===== src/rtl/fifo_arb_pkg.sv =====
// Shared types and constants for the FIFO write-port arbiter.
package fifo_arb_pkg;

    typedef enum logic {
        IDLE  = 1'b0,
        BURST = 1'b1
    } arb_state_t;

    localparam int STAT_W = 16;

endpackage


===== src/rtl/fifo_wr_arbiter_rr_pick.sv =====
// Rotate-priority picker: first set request at or above ptr, wrapping modulo NUM_REQ.
module rr_pick #(
    parameter int NUM_REQ = 4,
    parameter int PW      = $clog2(NUM_REQ)
) (
    input  logic [NUM_REQ-1:0] req,
    input  logic [PW-1:0]      ptr,
    output logic [PW-1:0]      winner,
    output logic               any
);

    logic [PW:0] pos;

    // Scan from the farthest offset down so the nearest requester above ptr wins.
    always_comb begin
        winner = '0;
        any    = |req;
        pos    = '0;
        for (int i = NUM_REQ - 1; i >= 0; i--) begin
            pos = {1'b0, ptr} + (PW+1)'(i);
            if (pos >= (PW+1)'(NUM_REQ)) begin
                pos = pos - (PW+1)'(NUM_REQ);
            end
            if (req[pos[PW-1:0]]) begin
                winner = pos[PW-1:0];
            end
        end
    end

endmodule


===== src/rtl/fifo_wr_arbiter.sv =====
// Round-robin arbiter sharing the async FIFO write port between NUM_REQ producers.
// Optional FIFO_ARB_STATS_EN adds saturating beat and stall counters.
module fifo_wr_arbiter
    import fifo_arb_pkg::*;
#(
    parameter int NUM_REQ   = 4,
    parameter int WIDTH     = 8,
    parameter int MAX_BURST = 4
) (
    input  logic                       clk,
    input  logic                       rst,
    input  logic [NUM_REQ-1:0]         req_valid,
    input  logic [NUM_REQ-1:0]         req_last,
    input  logic [NUM_REQ*WIDTH-1:0]   req_data,
    output logic [NUM_REQ-1:0]         req_ready,
    output logic [WIDTH-1:0]           fifo_wdata,
    output logic                       fifo_wen,
    input  logic                       fifo_full,
    output logic                       grant_valid,
    output logic [$clog2(NUM_REQ)-1:0] grant_id
`ifdef FIFO_ARB_STATS_EN
    ,
    output logic [NUM_REQ*STAT_W-1:0]  stat_beats,
    output logic [STAT_W-1:0]          stat_stalls
`endif
);

    localparam int PW = $clog2(NUM_REQ);
    localparam int CW = $clog2(MAX_BURST + 1);

    arb_state_t    state, state_nxt;
    logic [PW-1:0] grant_nxt;
    logic [PW-1:0] rr_ptr, ptr_nxt;
    logic [CW-1:0] beat_cnt, cnt_nxt;
    logic [PW-1:0] winner;
    logic          any_req;
    logic [PW-1:0] ptr_after_grant;
    logic          granted_valid;
    logic          granted_last;

    rr_pick #(
        .NUM_REQ (NUM_REQ),
        .PW      (PW)
    ) u_rr_pick (
        .req    (req_valid),
        .ptr    (rr_ptr),
        .winner (winner),
        .any    (any_req)
    );

    assign ptr_after_grant = (grant_id == PW'(NUM_REQ - 1)) ? '0 : grant_id + PW'(1);
    assign granted_valid   = req_valid[grant_id];
    assign granted_last    = req_last[grant_id];

    // Reset overrides every output so nothing is acknowledged or written in the reset cycle.
    always_comb begin
        state_nxt   = state;
        grant_nxt   = grant_id;
        ptr_nxt     = rr_ptr;
        cnt_nxt     = beat_cnt;
        req_ready   = '0;
        fifo_wen    = 1'b0;
        fifo_wdata  = '0;
        grant_valid = 1'b0;
        if (!rst) begin
            case (state)
                IDLE: begin
                    if (any_req) begin
                        state_nxt = BURST;
                        grant_nxt = winner;
                        cnt_nxt   = '0;
                    end
                end
                BURST: begin
                    grant_valid         = 1'b1;
                    req_ready[grant_id] = !fifo_full;
                    fifo_wen            = granted_valid && !fifo_full;
                    for (int i = 0; i < NUM_REQ; i++) begin
                        if (grant_id == PW'(i)) begin
                            fifo_wdata = req_data[i*WIDTH +: WIDTH];
                        end
                    end
                    if (!granted_valid) begin
                        state_nxt = IDLE;
                        ptr_nxt   = ptr_after_grant;
                    end else if (!fifo_full) begin
                        cnt_nxt = beat_cnt + CW'(1);
                        if (granted_last || beat_cnt == CW'(MAX_BURST - 1)) begin
                            state_nxt = IDLE;
                            ptr_nxt   = ptr_after_grant;
                        end
                    end
                end
                default: state_nxt = IDLE;
            endcase
        end
    end

    always_ff @(posedge clk) begin
        if (rst) begin
            state    <= IDLE;
            grant_id <= '0;
            rr_ptr   <= '0;
            beat_cnt <= '0;
        end else begin
            state    <= state_nxt;
            grant_id <= grant_nxt;
            rr_ptr   <= ptr_nxt;
            beat_cnt <= cnt_nxt;
        end
    end

`ifdef FIFO_ARB_STATS_EN
    logic [STAT_W-1:0] beats_q [NUM_REQ];
    logic [STAT_W-1:0] stalls_q;

    always_ff @(posedge clk) begin
        if (rst) begin
            for (int i = 0; i < NUM_REQ; i++) begin
                beats_q[i] <= '0;
            end
            stalls_q <= '0;
        end else begin
            if (fifo_wen && beats_q[grant_id] != '1) begin
                beats_q[grant_id] <= beats_q[grant_id] + STAT_W'(1);
            end
            if (grant_valid && granted_valid && fifo_full && stalls_q != '1) begin
                stalls_q <= stalls_q + STAT_W'(1);
            end
        end
    end

    for (genvar g = 0; g < NUM_REQ; g++) begin : g_stat
        assign stat_beats[g*STAT_W +: STAT_W] = beats_q[g];
    end
    assign stat_stalls = stalls_q;
`endif

endmodule


===== config.mk =====
export PLATFORM = sky130hd
export DESIGN_NAME = fifo_wr_arbiter
export DESIGN_NICKNAME = d
export VERILOG_FILES = /design/src/rtl/fifo_arb_pkg.sv /design/src/rtl/fifo_wr_arbiter_rr_pick.sv /design/src/rtl/fifo_wr_arbiter.sv
export SDC_FILE = /design/constraint.sdc
export NUM_CORES = 1
export LEC_CHECK = 0
export CAP_MARGIN = 20
export CELL_PAD_IN_SITES_DETAIL_PLACEMENT = 1
export CELL_PAD_IN_SITES_GLOBAL_PLACEMENT = 2
export CORE_MARGIN = 5
export CORE_UTILIZATION = 16
export CTS_CLUSTER_SIZE = 16
export DETAILED_ROUTE_END_ITERATION = 10
export GPL_ROUTABILITY_DRIVEN = 0
export PLACE_DENSITY_LB_ADDON = 0.1
export SETUP_SLACK_MARGIN = 0.5
export SYNTH_ARGS = -nofsm -noshare
export SYNTH_HDL_FRONTEND = slang
export SYNTH_SLANG_ARGS = --single-unit

===== constraint.sdc =====
create_clock -name clk -period 2.31 [get_ports clk]
set_clock_uncertainty 0.2 [all_clocks]
set_input_delay 0.462 -clock clk [delete_from_list [all_inputs] [get_ports clk]]
set_output_delay 0.462 -clock clk [all_outputs]
set_load 0.02 [all_outputs]

==> reports/results.ini <==
[floorplanning]
die_w_um=87.1
dieArea_sq_um=7590
core-area_sq_um=5850
ios=59
fp.dieH_um=87.1
rows=28
start_util_pct=16.3

[timing]
min_period_ns=2.42
clock.fmax_ghz=0.413
fin_crit_sh_pct=105
relSlewSlack_pct=72.8
hold_violations=0
setup_slack_ns=-0.111
setup_violations=8
fin_hold_ws_ns=0.278
rsz0062_at_grt=yes
worstMarginPinSlew_ns=0.408
maxSlewViolCount=0

[detailed_routing]
drtIter0Drc=37
dr.pass1.iters=4
wl_per_cell_um=15.0
ant_nets=0
drt_wl_total_um=4510
viasPerCell=4.40
drc=0
vias=1319

[worst_setup_path]
start_kind=register
critPathRequiredTime_ns=1.65
crit_arrival_ns=1.76
end_kind=output port
crit_type=register to output port
cp_max_fo=6

[power_and_ir_drop]
ir_drop_mv=0.220
p_leak_uw=0.000995
power_density_nw_per_um2=370
finalPower_uw=848

[clock_network]
clk_path_buf_depth=2
cts-htree-levels=1
cts_hold_buffers=0
root_buffer=clkbuf_8
cts.sinks=8
cts_buffers=3
clk_latency_ns=0.23
clkSlewWorstSetupHoldPaths_ns=0.05
cts_tree=built

[status]
violations=setup timing
status=finished with violations

[synthesis]
ys_seq_elements=8
netlist_area_sq_um=952
syn_inst=132
syn_avg_cell_area_sq_um=7.21
ys_warn_count=0
synth_seq_area_share_pct=16.8
ys_types=27
synth_nets=181

[run]
cap_violations=0

[global_route]
grt_max_degree=16
grt_pass1_wl_um=7040
grt_usage_pct=11.6
grt_antenna_before_repair=0
grt_pass1_vias=1404
grt_overflow=0

[layout]
final_common_cell=clkdlybuf4s50_1
final_net_count=275
area.growth.synth_to_final_pct=140
final_cell_mix=clkdlybuf4s50_1, buf_4, buf_6, inv_1
antenna_cells=0
drive_gt1_share_pct=44.9
layout.cells.non_filler=300

[placed_design]
dpl.hpwl_um=3600
dp_slack_ns=-0.587
placedCellCount=276
portBuffers=58

[hold_path]
hold_class=register to register

-- worst max-delay path, cell delays in order, from the launching register on --
cell      delay (ns)
dfxtp_4         0.36
inv_4           0.05
ha_4            0.18
buf_12          0.13
buf_4           0.13
a221oi_4        0.29
a211o_1         0.20
a21oi_4         0.07
buf_6           0.13
-- stage by stage --
step / TNS (ns) / utilization [%] / instance area [sq um]
3_5_place_dp: -6.67 / 31.9 / 1870
5_1_grt: -1.24 / 39.1 / 2290
2_1_floorplan: 0 / - / 1160
4_1_cts: -0.511 / 36.1 / 2110
3_3_place_gp: -6.58 / 31.9 / 1870
6_report: -0.655 / 39.1 / 2290
-- synthesized netlist by cell type, drive strengths merged --
cell	number	area (sq um)
a21o	3	22.5
nor4	1	6.26
or3	1	6.26
or2	2	12.5
clkbuf	7	26.3
and2	4	25.0
a21oi	17	88.8
nand4b	1	8.76
o221ai	2	17.5
ha	6	75.1
nand2b	2	12.5
nand3	3	15.0
o211ai	4	30.0
nor2	6	22.5
inv	17	63.8
a211o	10	87.6
nand3b	1	20.0
nand2	10	37.5
a221oi	9	78.8
dfxtp	8	160
o211a	1	10.0
mux4	1	22.5
nor2b	10	62.6
buf	3	15.0
mux2i	2	20.0
nor3	1	5.00
-- cell families (layout without fill, tap and decap cells) --
kind of cell / after synthesis / after routing / share of synthesized area (%)
flip-flops: 8 / 8 / 16.8
multiplexers: 3 / 3 / 4.47
buffers and inverters: 27 / 120 / 11.0
adder cells (fa/ha/maj): 6 / 6 / 7.88
AO/OA/AOI/OAI: 46 / 46 / 35.2
AND/OR/NAND/NOR: 42 / 42 / 24.6
-- metal layers --
layer | part of all wire, % | global-route usage, % | up-vias
li1 | - | - | 661
met1 | 42 | 15.0 | 629
met2 | 54 | 21.0 | 27
met3 | 4.2 | 2.18 | 2
met4 | 0.20 | 0.418 | 0
met5 | 0 | 0 | -
-- path summary, 6_finish.rpt --
kind                    start             to  slack (ns)  depth (start not counted)
hold / removal    beat_cnt[2]    beat_cnt[2]        0.28                          2
hold reg to reg   beat_cnt[2]    beat_cnt[2]        0.28                          2
setup reg to reg  grant_id[1]      rr_ptr[0]        0.40                          6
setup / recovery  grant_id[1]  fifo_wdata[3]       -0.11                          8
-- sequential cells by signal (all words and copies together) (netlist names) --
register,flops
grant_id,2
beat_cnt,3
state,1
rr_ptr,2
-- report_power, final --
part	internal (uW)	switching (uW)
sequential	148	11.7
clock	120	56.5
combinational	288	225
-- repair_timing --
action	CTS	global route
hold endpoints to repair	0	0
resized for setup	120	29
endpoints found under the setup margin	24	20
buffers inserted	14	5
cloned	1	0
pin swaps	18	12
-- area by class of cell --
type / instances / area (sq um)
fillers: 683 / 3560
clock buffers: 4 / 45.0
repair buffers: 99 / 955
well taps: 75 / 93.8
multi-input cells: 97 / 958
inverters: 17 / 68.8
flip-flops and latches: 8 / 169
No activity file was read; power rests on OpenSTA's default activity.
